==> src/rtl/uart_pkg.sv <==
// ---------------------------------------------------------------------------
// uart_pkg
// Shared definitions for the UART transmit front end.
//   - feeder_state_e : encoding of the feeder FSM states
//   - DEFAULT_DATA_WIDTH : default byte width, matched to the TX serializer
//   - count_width()  : width of an occupancy counter able to hold 0..depth
// ---------------------------------------------------------------------------
package uart_pkg;

    typedef enum logic [1:0] {
        IDLE      = 2'b00,
        WAIT_ACK  = 2'b01,
        WAIT_DONE = 2'b10
    } feeder_state_e;

    localparam int DEFAULT_DATA_WIDTH = 8;

    // An occupancy count must represent the full value "depth", which needs
    // one bit more than a pointer into a power-of-two buffer.
    function automatic int count_width(input int depth);
        return $clog2(depth) + 1;
    endfunction

endpackage

==> src/rtl/uart_sync_fifo.sv <==
// ---------------------------------------------------------------------------
// uart_sync_fifo
// Circular byte buffer with a separate occupancy counter.
//
// Ports
//   CLK         in   clock, rising edge
//   RST         in   asynchronous active-low reset (pointers/count/flags)
//   push_i      in   enqueue request; accepted only when not full
//   push_data_i in   data to enqueue
//   pop_i       in   dequeue request; honoured only when not empty
//   pop_data_o  out  entry at the read pointer (combinational read)
//   full_o      out  count == DEPTH
//   empty_o     out  count == 0
//   count_o     out  occupancy 0..DEPTH
//   overflow_o  out  registered one-cycle pulse for a push rejected as full
// ---------------------------------------------------------------------------
module uart_sync_fifo
    import uart_pkg::*;
#(
    parameter int DATA_WIDTH = DEFAULT_DATA_WIDTH,
    parameter int DEPTH      = 8
) (
    input  logic                          CLK,
    input  logic                          RST,
    input  logic                          push_i,
    input  logic [DATA_WIDTH-1:0]         push_data_i,
    input  logic                          pop_i,
    output logic [DATA_WIDTH-1:0]         pop_data_o,
    output logic                          full_o,
    output logic                          empty_o,
    output logic [count_width(DEPTH)-1:0] count_o,
    output logic                          overflow_o
);

    localparam int PTR_W = $clog2(DEPTH);
    localparam int CNT_W = count_width(DEPTH);

    // Storage is not reset; only the bookkeeping around it is.
    logic [DATA_WIDTH-1:0] mem [DEPTH];

    logic [PTR_W-1:0] wr_ptr_q, wr_ptr_d;
    logic [PTR_W-1:0] rd_ptr_q, rd_ptr_d;
    logic [CNT_W-1:0] count_q, count_d;
    logic             overflow_q, overflow_d;

    logic push_ok;
    logic pop_ok;

    assign full_o  = (count_q == CNT_W'(DEPTH));
    assign empty_o = (count_q == '0);

    // Fullness is judged on the current count, so a push into a full buffer
    // is refused even if a pop frees a slot on the same edge.
    assign push_ok = push_i && !full_o;
    assign pop_ok  = pop_i && !empty_o;

    always_comb begin
        wr_ptr_d   = wr_ptr_q;
        rd_ptr_d   = rd_ptr_q;
        count_d    = count_q;
        overflow_d = push_i && full_o;

        // Pointers are exactly log2(DEPTH) wide and wrap on overflow.
        if (push_ok) begin
            wr_ptr_d = wr_ptr_q + PTR_W'(1);
        end
        if (pop_ok) begin
            rd_ptr_d = rd_ptr_q + PTR_W'(1);
        end

        case ({push_ok, pop_ok})
            2'b10:   count_d = count_q + CNT_W'(1);
            2'b01:   count_d = count_q - CNT_W'(1);
            default: count_d = count_q;
        endcase
    end

    always_ff @(posedge CLK or negedge RST) begin
        if (!RST) begin
            wr_ptr_q   <= '0;
            rd_ptr_q   <= '0;
            count_q    <= '0;
            overflow_q <= 1'b0;
        end else begin
            wr_ptr_q   <= wr_ptr_d;
            rd_ptr_q   <= rd_ptr_d;
            count_q    <= count_d;
            overflow_q <= overflow_d;
        end
    end

    always_ff @(posedge CLK) begin
        if (push_ok) begin
            mem[wr_ptr_q] <= push_data_i;
        end
    end

    // Read is combinational; the consumer registers the value when it pops,
    // which keeps launch latency at a single edge after the pop decision.
    assign pop_data_o = mem[rd_ptr_q];
    assign count_o    = count_q;
    assign overflow_o = overflow_q;

endmodule

==> src/rtl/uart_tx_feeder.sv <==
// ---------------------------------------------------------------------------
// uart_tx_feeder
// Buffers bytes from the system side and hands them one at a time to the
// UART TX framer. Each byte is held on P_DATA for the whole frame; the next
// byte is launched only once the TX core drops Busy. If the core does not
// raise Busy in response to a launch, the Data_Valid pulse is re-issued.
//
// Ports
//   CLK         in   clock, rising edge
//   RST         in   asynchronous active-low reset
//   WR_DATA     in   byte to enqueue
//   WR_VALID    in   enqueue request
//   WR_READY    out  buffer not full
//   Busy        in   TX core busy (Starting through Ending)
//   P_DATA      out  byte being transmitted (registered)
//   Data_Valid  out  one-cycle launch pulse to the TX FSM (registered)
//   FIFO_COUNT  out  buffer occupancy
//   OVERFLOW    out  one-cycle pulse for a write refused while full
//   RETRY_ERR   out  sticky flag, set on the first re-issued launch
// ---------------------------------------------------------------------------
module uart_tx_feeder
    import uart_pkg::*;
#(
    parameter int DATA_WIDTH  = DEFAULT_DATA_WIDTH,
    parameter int DEPTH       = 8,
    parameter int ACK_TIMEOUT = 4
) (
    input  logic                          CLK,
    input  logic                          RST,
    input  logic [DATA_WIDTH-1:0]         WR_DATA,
    input  logic                          WR_VALID,
    output logic                          WR_READY,
    input  logic                          Busy,
    output logic [DATA_WIDTH-1:0]         P_DATA,
    output logic                          Data_Valid,
    output logic [count_width(DEPTH)-1:0] FIFO_COUNT,
    output logic                          OVERFLOW,
    output logic                          RETRY_ERR
);

    localparam int TMO_W = $clog2(ACK_TIMEOUT + 1);

    feeder_state_e state_q, state_d;

    logic [DATA_WIDTH-1:0] p_data_q, p_data_d;
    logic                  dv_q, dv_d;
    logic                  retry_q, retry_d;
    logic [TMO_W-1:0]      tmo_q, tmo_d;

    logic                  fifo_pop;
    logic [DATA_WIDTH-1:0] fifo_data;
    logic                  fifo_full;
    logic                  fifo_empty;

    uart_sync_fifo #(
        .DATA_WIDTH (DATA_WIDTH),
        .DEPTH      (DEPTH)
    ) u_fifo (
        .CLK         (CLK),
        .RST         (RST),
        .push_i      (WR_VALID),
        .push_data_i (WR_DATA),
        .pop_i       (fifo_pop),
        .pop_data_o  (fifo_data),
        .full_o      (fifo_full),
        .empty_o     (fifo_empty),
        .count_o     (FIFO_COUNT),
        .overflow_o  (OVERFLOW)
    );

    assign WR_READY = !fifo_full;

    always_comb begin
        state_d  = state_q;
        p_data_d = p_data_q;
        dv_d     = 1'b0;
        retry_d  = retry_q;
        tmo_d    = tmo_q;
        fifo_pop = 1'b0;

        case (state_q)
            IDLE: begin
                // Busy high here means the TX core is owned by someone else;
                // hold off until it is free.
                if (!fifo_empty && !Busy) begin
                    fifo_pop = 1'b1;
                    p_data_d = fifo_data;
                    dv_d     = 1'b1;
                    tmo_d    = '0;
                    state_d  = WAIT_ACK;
                end
            end

            WAIT_ACK: begin
                if (Busy) begin
                    tmo_d   = '0;
                    state_d = WAIT_DONE;
                end else if (tmo_q == TMO_W'(ACK_TIMEOUT)) begin
                    // No acknowledge: re-launch the same byte without popping.
                    // The counter restart guarantees Data_Valid never repeats
                    // on consecutive cycles.
                    dv_d    = 1'b1;
                    tmo_d   = '0;
                    retry_d = 1'b1;
                end else begin
                    tmo_d = tmo_q + TMO_W'(1);
                end
            end

            WAIT_DONE: begin
                if (!Busy) begin
                    state_d = IDLE;
                end
            end

            default: begin
                state_d = IDLE;
            end
        endcase
    end

    // Asynchronous reset also clears Data_Valid immediately, so a reset in the
    // middle of a launch cannot leave a pulse on the TX core input.
    always_ff @(posedge CLK or negedge RST) begin
        if (!RST) begin
            state_q  <= IDLE;
            p_data_q <= '0;
            dv_q     <= 1'b0;
            retry_q  <= 1'b0;
            tmo_q    <= '0;
        end else begin
            state_q  <= state_d;
            p_data_q <= p_data_d;
            dv_q     <= dv_d;
            retry_q  <= retry_d;
            tmo_q    <= tmo_d;
        end
    end

    assign P_DATA     = p_data_q;
    assign Data_Valid = dv_q;
    assign RETRY_ERR  = retry_q;

endmodule
==> config.mk <==
export PLATFORM = sky130hd
export DESIGN_NAME = uart_tx_feeder
export DESIGN_NICKNAME = d
export VERILOG_FILES = /design/src/rtl/uart_pkg.sv /design/src/rtl/uart_sync_fifo.sv /design/src/rtl/uart_tx_feeder.sv
export SDC_FILE = /design/constraint.sdc
export NUM_CORES = 1
export LEC_CHECK = 0
export BUFFER_PORTS_ARGS = -buffer_cell sky130_fd_sc_hd__buf_2
export CAP_MARGIN = 40
export CORE_MARGIN = 2
export CORE_UTILIZATION = 46
export CTS_BUF_LIST = sky130_fd_sc_hd__clkbuf_8
export DETAILED_ROUTE_END_ITERATION = 16
export GPL_ROUTABILITY_DRIVEN = 0
export SYNTH_ARGS = -nofsm -noshare
export SYNTH_HDL_FRONTEND = slang
export SYNTH_SLANG_ARGS = --single-unit
==> constraint.sdc <==
create_clock -name CLK -period 5.8 [get_ports CLK]
set_clock_uncertainty 0.15 [all_clocks]
set_input_delay 0.87 -clock CLK [delete_from_list [all_inputs] [get_ports CLK]]
set_output_delay 0.87 -clock CLK [all_outputs]
set_load 0.01 [all_outputs]
==> flow_summary_export.csv, run 1 <==
group,metric,value,unit
status,status,"finished clean",
logic_synthesis,syn_avg_cell_area,17.3,um^2
grt,maximum_number_of_pins_on_one_net_before_global_route_repair,27,
clock_network,numClockSinks,90,
floorplan,die_area,0.00860,mm^2
sta,timing_hold_violations_final,0,
routing,detailedRoute.firstPassIterationCount,5,
pwr,power_density,494,mW/mm^2
finish,fin_area,0.00415,mm^2
routing,drtIter0Drc,69,
sta,slew-limit-headroom,43.6,%
floorplan,io_pins,28,
placement,placed_area,0.00393,mm^2
pwr,ir_worst_vdd,0.000161,V
setup_path,critical_path.max_fanout,19,
sta,slew_worst_pin,0.839,ns
sta,setup-violations-final,0,
logic_synthesis,synth_edf_count,64,
logic_synthesis,syn_inst,209,
logic_synthesis,ys_seq_elements,90,
sta,maxClockFrequency,0.323,GHz
flow_run,maxCapViolCount,0,
clock_network,clkTransAtPathRegs,0.09,ns
grt,global_route.peak_usage_layer,"met2",
grt,antenna_violations_before_repair,0,
clock_network,cts.repair_timing.setup_buffer_count,0,
finish,antenna_cells_inserted,0,
grt,grtUsageMet2,27.3,%
clock_network,tritoncts,"built",
placement,place_ws,2.49,ns
grt,grtUsageMet3,3.91,%
floorplan,die_width,92.7,um
floorplan,initial_utilization,47.1,%
routing,route.detailed.vias_per_inst,5.23,
finish,layout_overhead_on_the_synthesized_area,14.5,%
sta,unrepaired_setup_endpoints_after_global_routing,"false",
setup_path,worst-endpoint-arrival,3.20,ns
routing,drt-total-wl,6420,um
routing,detail_route.wl_per_cell,18.1,um
setup_path,startpoint_type,"flop",
setup_path,setup.reg_to_reg.worst_slack,2.70,ns
grt,grt_overflow_total,0,
finish,post_route_cells_drive_above_1_share,29.6,%
logic_synthesis,netlist-cell-type-count,35,
min_path,worst_hold_path.num_cells,1,
sta,min_period_over_period,53.4,%
sta,total_neg_setup_slack,0,ns
logic_synthesis,synth_area,0.00362,mm^2
setup_path,worst-r2r-cell-count,10,
logic_synthesis,synth.net_count,228,
logic_synthesis,synth_warnings,0,
routing,drt.antenna.violating_nets,0,
setup_path,cpMostUsedCell,"xor2_1",
setup_path,timing.critical_path.cells,"nor4_1 -> or4_1 -> inv_2 -> ha_1 -> xor2_1 -> ha_1 -> a21oi_1 -> xor2_1 -> nor2_1 -> xor2_1",
floorplan,core.rowCount,32,
logic_synthesis,synth_most_common_cell,"edfxtp_1",
sta,report.final.slew_viol_count,0,
clock_network,cts_buffer_depth,2,
clock_network,ctsHtreeMaxLevel,3,
logic_synthesis,synthFlopType,"edfxtp_1",
placement,dpl.cell_count,339,
floorplan,core-area,0.00769,mm^2
grt,global_route_wire_length_before_repair,10100,um
sta,timing.final.crit_period,3.10,ns
clock_network,ctsResizeCount,0,
logic_synthesis,synth.area.top_cells,"edfxtp_1, dfrtp_1, mux4_2, ha_1, mux2i_1",
setup_path,end_kind,"flop",
clock_network,clock_insertion_delay_worst_skew,0.36,ns
clock_network,postCtsHoldBufs,0,
finish,final_cell_count_no_fill,355,
grt,met1_usage,20.7,%
clock_network,number_of_buffers_created_by_cts,9,
logic_synthesis,synth.cells.most_frequent,"edfxtp_1, dfrtp_1, mux4_2, nand2_1",
clock_network,clock_tree.root_cell,"clkbuf_8",
routing,remaining_routing_drc_violations,0,
grt,grt_pass1_vias,1862,
placement,dp.final_hpwl,4370,um
sta,final.setup.worst_slack,2.70,ns
logic_synthesis,synth_largest_type_area_fraction,53.1,%
logic_synthesis,synth-async-reset-ratio,28.9,%
min_path,worst_hold_path_type,"flop to flop",
placement,port_buffers,27,
floorplan,die_height,92.7,um
finish,final_util,53.9,%
setup_path,critPathSlowestCell,"or4_1",
logic_synthesis,post-synth-top-area-cell,"edfxtp_1",
routing,vias,1855,
setup_path,cpPeakStageDelay,0.58,ns
finish,finish.net_count,267,
setup_path,worstSetupPathType,"flop to flop",
grt,grt.total_usage,16.4,%
pwr,leakage,1.55,nW
setup_path,crit_required,5.90,ns
logic_synthesis,seq_area_frac_synth,71.0,%
per-layer routing:
metal	up-vias	wire [um]
met1	933	2820
met2	31	3270
li1	880	-
met5	-	0
met3	11	210
met4	0	123
kinds of logic (layout without fill, tap and decap cells):
logic type	Yosys count	after routing	synth area share, %
AOI/OAI and AO/OA	19	19	3.25
xor gates and xnor gates	10	10	2.42
and+or+nand+nor	46	46	6.25
DFF	90	90	71.0
buffers and inverters	11	55	1.83
adders and majority gates	7	7	2.42
muxes	26	26	12.8
final timing paths:
kind,start,to
worst max-delay path,u_fifo.count_o[1],u_fifo.count_o[2]
worst min-delay path,RETRY_ERR,RETRY_ERR
worst max register to register,u_fifo.count_o[1],u_fifo.count_o[2]
worst min register to register,RETRY_ERR,RETRY_ERR
max in group asynchronous,RST,u_fifo.rd_ptr_q[1]
min in group asynchronous,RST,u_fifo.count_o[3]
registers in the layout, summed over array words and instances, names as in the netlist:
name / flops
Data_Valid: 1
P_DATA: 8
RETRY_ERR: 1
state_q: 2
tmo_q: 3
u_fifo.count_o: 4
u_fifo.mem: 64
u_fifo.overflow_o: 1
u_fifo.rd_ptr_q: 3
u_fifo.wr_ptr_q: 3
cell usage in the layout (no fill, tap or decap):
cell type	n
or4_1	1
nor4b_1	1
mux4_2	16
a21oi_1	4
mux2i_1	8
nand4b_1	1
clkinvlp_4	1
clkinv_4	1
a2111oi_0	1
nor4_1	2
buf_2	27
bufinv_16	2
a22oi_1	1
buf_4	8
dfrtp_1	26
nand3_1	3
nor3_1	2
nor4_2	1
ha_1	7
and2_1	1
nand3b_1	1
inv_1	3
buf_8	1
a22o_1	2
clkbuf_8	9
o21bai_1	2
xnor2_1	6
inv_4	2
o21ai_0	8
o2bb2ai_1	1
edfxtp_1	64
or3_1	1
nand2_1	15
and3_1	1
nor2_1	8
inv_2	1
mux2_2	2
nor3_2	4
nand2b_1	4
xor2_1	4
stage by stage:
stage / hold slack, ns / power [mW]
4_1_cts: 0.346 / 2.08
2_1_floorplan: 0.341 / 1.42
5_1_grt: 0.367 / 2.18
6_report: 0.338 / 2.05
3_3_place_gp: 0.312 / 1.58
3_5_place_dp: 0.320 / 1.62
power breakdown:
part / switching, mW / internal (mW)
sequential: 0.163 / 0.841
combinational: 0.274 / 0.309
clock: 0.219 / 0.242
cell type report:
cell class | count | area (um^2)
fillers | 624 | 3540
flip-flops and latches | 90 | 2570
well taps | 102 | 128
inverters | 3 | 11.3
repair buffers | 36 | 210
clock buffers | 9 | 124
clock inverters | 7 | 92.6
multi-input cells | 108 | 1010
critical path: cells and delay by family (launching register included):
kind | cells | cell delay [ns]
AOI/OAI and AO/OA | 1 | 0.15
xor gates and xnor gates | 3 | 0.46
adders and majority gates | 2 | 0.48
buffers and inverters | 1 | 0.12
DFF | 1 | 0.47
and+or+nand+nor | 3 | 1.15
No activity file was read; power rests on OpenSTA's default activity.
==> inputs of run 2 (changes only) <==
==> constraint.sdc (replaced) <==
create_clock -name CLK -period 2.9 [get_ports CLK]
set_clock_uncertainty 0.15 [all_clocks]
set_input_delay 0.435 -clock CLK [delete_from_list [all_inputs] [get_ports CLK]]
set_output_delay 0.435 -clock CLK [all_outputs]
set_load 0.01 [all_outputs]
==> flow_summary_export.csv, run 2 (synthesis results as in run 1) <==
group,metric,value,unit
floorplan,initial_utilization,47.1,%
grt,grtUsageMet2,25.2,%
finish,post_route_cells_drive_above_1_share,28.1,%
sta,hold-worst-slack,0.199,ns
sta,setup-violations-final,0,
floorplan,die_width,92.7,um
floorplan,die_height,92.7,um
pwr,switching_share,32.4,%
floorplan,io_pins,28,
pwr,clock_power_share,20.9,%
floorplan,core-area,0.00769,mm^2
pwr,power_density,968,mW/mm^2
finish,mostFrequentLayoutCell,"edfxtp_1",
finish,total_area_of_multi_input_combinational_cells,988,um^2
clock_network,clkTransAtPathRegs,0.09,ns
setup_path,worst-endpoint-arrival,2.62,ns
grt,antenna_violations_before_repair,0,
routing,drtIter0Drc,99,
clock_network,cts_buffer_depth,2,
placement,placed_area,0.00392,mm^2
pwr,power.switching,1.29,mW
finish,final_cell_mix,"edfxtp_1, buf_2, dfrtp_1, mux4_2, nand2_1",
floorplan,die_area,0.00860,mm^2
clock_network,clock_tree.root_cell,"clkbuf_8",
grt,grt.total_usage,15.8,%
setup_path,cpPeakStageDelay,0.47,ns
pwr,p_comb_share,30.1,%
setup_path,timing.critical_path.cells,"nor4_1 -> or4_1 -> inv_2 -> ha_1 -> xor2_1 -> ha_1 -> a21oi_1 -> xor2_1 -> nor2_1 -> xor2_1",
grt,global_route.peak_usage_layer,"met2",
routing,vias,1879,
placement,place_ws,0.387,ns
routing,drt.antenna.violating_nets,0,
setup_path,critPathSlowestCell,"dfrtp_1",
setup_path,critical_path.max_fanout,8,
routing,route.detailed.vias_per_inst,5.25,
clock_network,numClockSinks,90,
finish,fin_area,0.00412,mm^2
pwr,ir_worst_vdd,0.000456,V
placement,dpl.cell_count,341,
grt,grtUsageMet3,2.69,%
finish,antenna_cells_inserted,0,
sta,slew_worst_pin,0.783,ns
grt,grt_pass1_vias,1818,
finish,regMostFlops,"u_fifo.mem",
sta,maxClockFrequency,0.394,GHz
pwr,p_int,2.70,mW
routing,detail_route.wl_per_cell,17.6,um
setup_path,end_kind,"flop",
clock_network,number_of_buffers_created_by_cts,9,
grt,global_route_wire_length_before_repair,9840,um
sta,final.setup.worst_slack,0.365,ns
sta,timing.final.crit_period,2.54,ns
grt,grt_overflow_total,0,
sta,report.final.slew_viol_count,0,
finish,sequential_cell_area,0.00257,mm^2
floorplan,core.rowCount,32,
finish,finish.net_count,270,
routing,detailedRoute.firstPassIterationCount,4,
setup_path,startpoint_type,"flop",
clock_network,ctsHtreeMaxLevel,3,
grt,met1_usage,21.4,%
setup_path,worstSetupPathType,"flop to flop",
pwr,p_seq_share,49.1,%
grt,maximum_number_of_pins_on_one_net_before_global_route_repair,27,
placement,dp.final_hpwl,3950,um
min_path,worst_hold_path_type,"input pin to flop",
status,status,"finished clean",
flow_run,maxCapViolCount,0,
finish,layout_overhead_on_the_synthesized_area,13.8,%
clock_network,clock_insertion_delay_worst_skew,0.35,ns
finish,final_util,53.6,%
clock_network,tritoncts,"built",
sta,timing_hold_violations_final,0,
finish,layout.filler_cells,641,
pwr,report.power.total,3.99,mW
routing,drt-total-wl,6290,um
placement,port_buffers,27,
finish,largest_register_ff_count,64,
setup_path,cpMostUsedCell,"xor2_1",
finish,final_cell_count_no_fill,358,
setup_path,cp.buffers_inverters,1,
sta,min_period_over_period,87.4,%
sta,unrepaired_setup_endpoints_after_global_routing,"false",
sta,total_neg_setup_slack,0,ns
setup_path,crit_required,2.98,ns
routing,remaining_routing_drc_violations,0,
sta,slew-limit-headroom,47.8,%
setup_path,path_delay_family,"simple AND/OR/NAND/NOR gates",
pwr,leakage,1.54,nW
[run 2: changes by cell type in the layout (fill, tap and decap cells not counted), moves of 2 or more]
| cell | before | now |
|---|---|---|
| buf_4 | 8 | 11 |
| inv_4 | 2 | 0 |
| nor3_1 | 2 | 6 |
| nor3_2 | 4 | 0 |
[run 2: worst paths after layout]
check,slack [ns],startpoint,end,cells after the start
min in group asynchronous,0.46,RST,Data_Valid,2
max in group asynchronous,1.73,RST,P_DATA[5],2
worst min register to register,0.33,P_DATA[7],P_DATA[7],2
worst max-delay path,0.36,u_fifo.count_o[1],u_fifo.count_o[2],10
worst max register to register,0.36,u_fifo.count_o[1],u_fifo.count_o[2],10
worst min-delay path,0.20,WR_DATA[6],u_fifo.mem[1][6],1
[run 2: worst register-to-register path, cell delays in order (launching register included)]
cell and delay [ns]:
dfrtp_1 0.47, nor4_1 0.42, or4_1 0.21, inv_2 0.06
ha_1 0.27, xor2_1 0.17, ha_1 0.18, a21oi_1 0.14
xor2_1 0.15, nor2_1 0.06, xor2_1 0.14
[run 2: area by class of cell]
type,instances,share of cell area (%)
repair buffers,39,5.53
clock inverters,7,1.70
flip-flops and latches,90,62.4
clock buffers,9,3.01
multi-input cells,108,24.0
well taps,102,3.10
inverters,3,0.273
[run 2: repair_timing]
item,4_1_cts,5_1_grt
buffers inserted,0,0
gates resized for setup,0,0
hold buffers,1,0
hold endpoints to repair,26,0
endpoints found under the setup margin,0,0
[run 2: power by group through the flow]
stage,clock (mW),combinational (mW),sequential (mW)
after floorplan,0,0.935,1.90
after global placement,0,1.22,1.98
after detailed placement,0,1.22,1.99
after CTS,0.855,1.23,1.96
after global routing,0.907,1.35,2.00
final,0.833,1.20,1.96
[run 2: layer usage]
| layer | share of wire, % | routed length (um) |
|---|---|---|
| met1 | 44 | 2790 |
| met2 | 51 | 3180 |
| met3 | 3.3 | 206 |
| met4 | 1.8 | 114 |
| met5 | 0 | 0 |
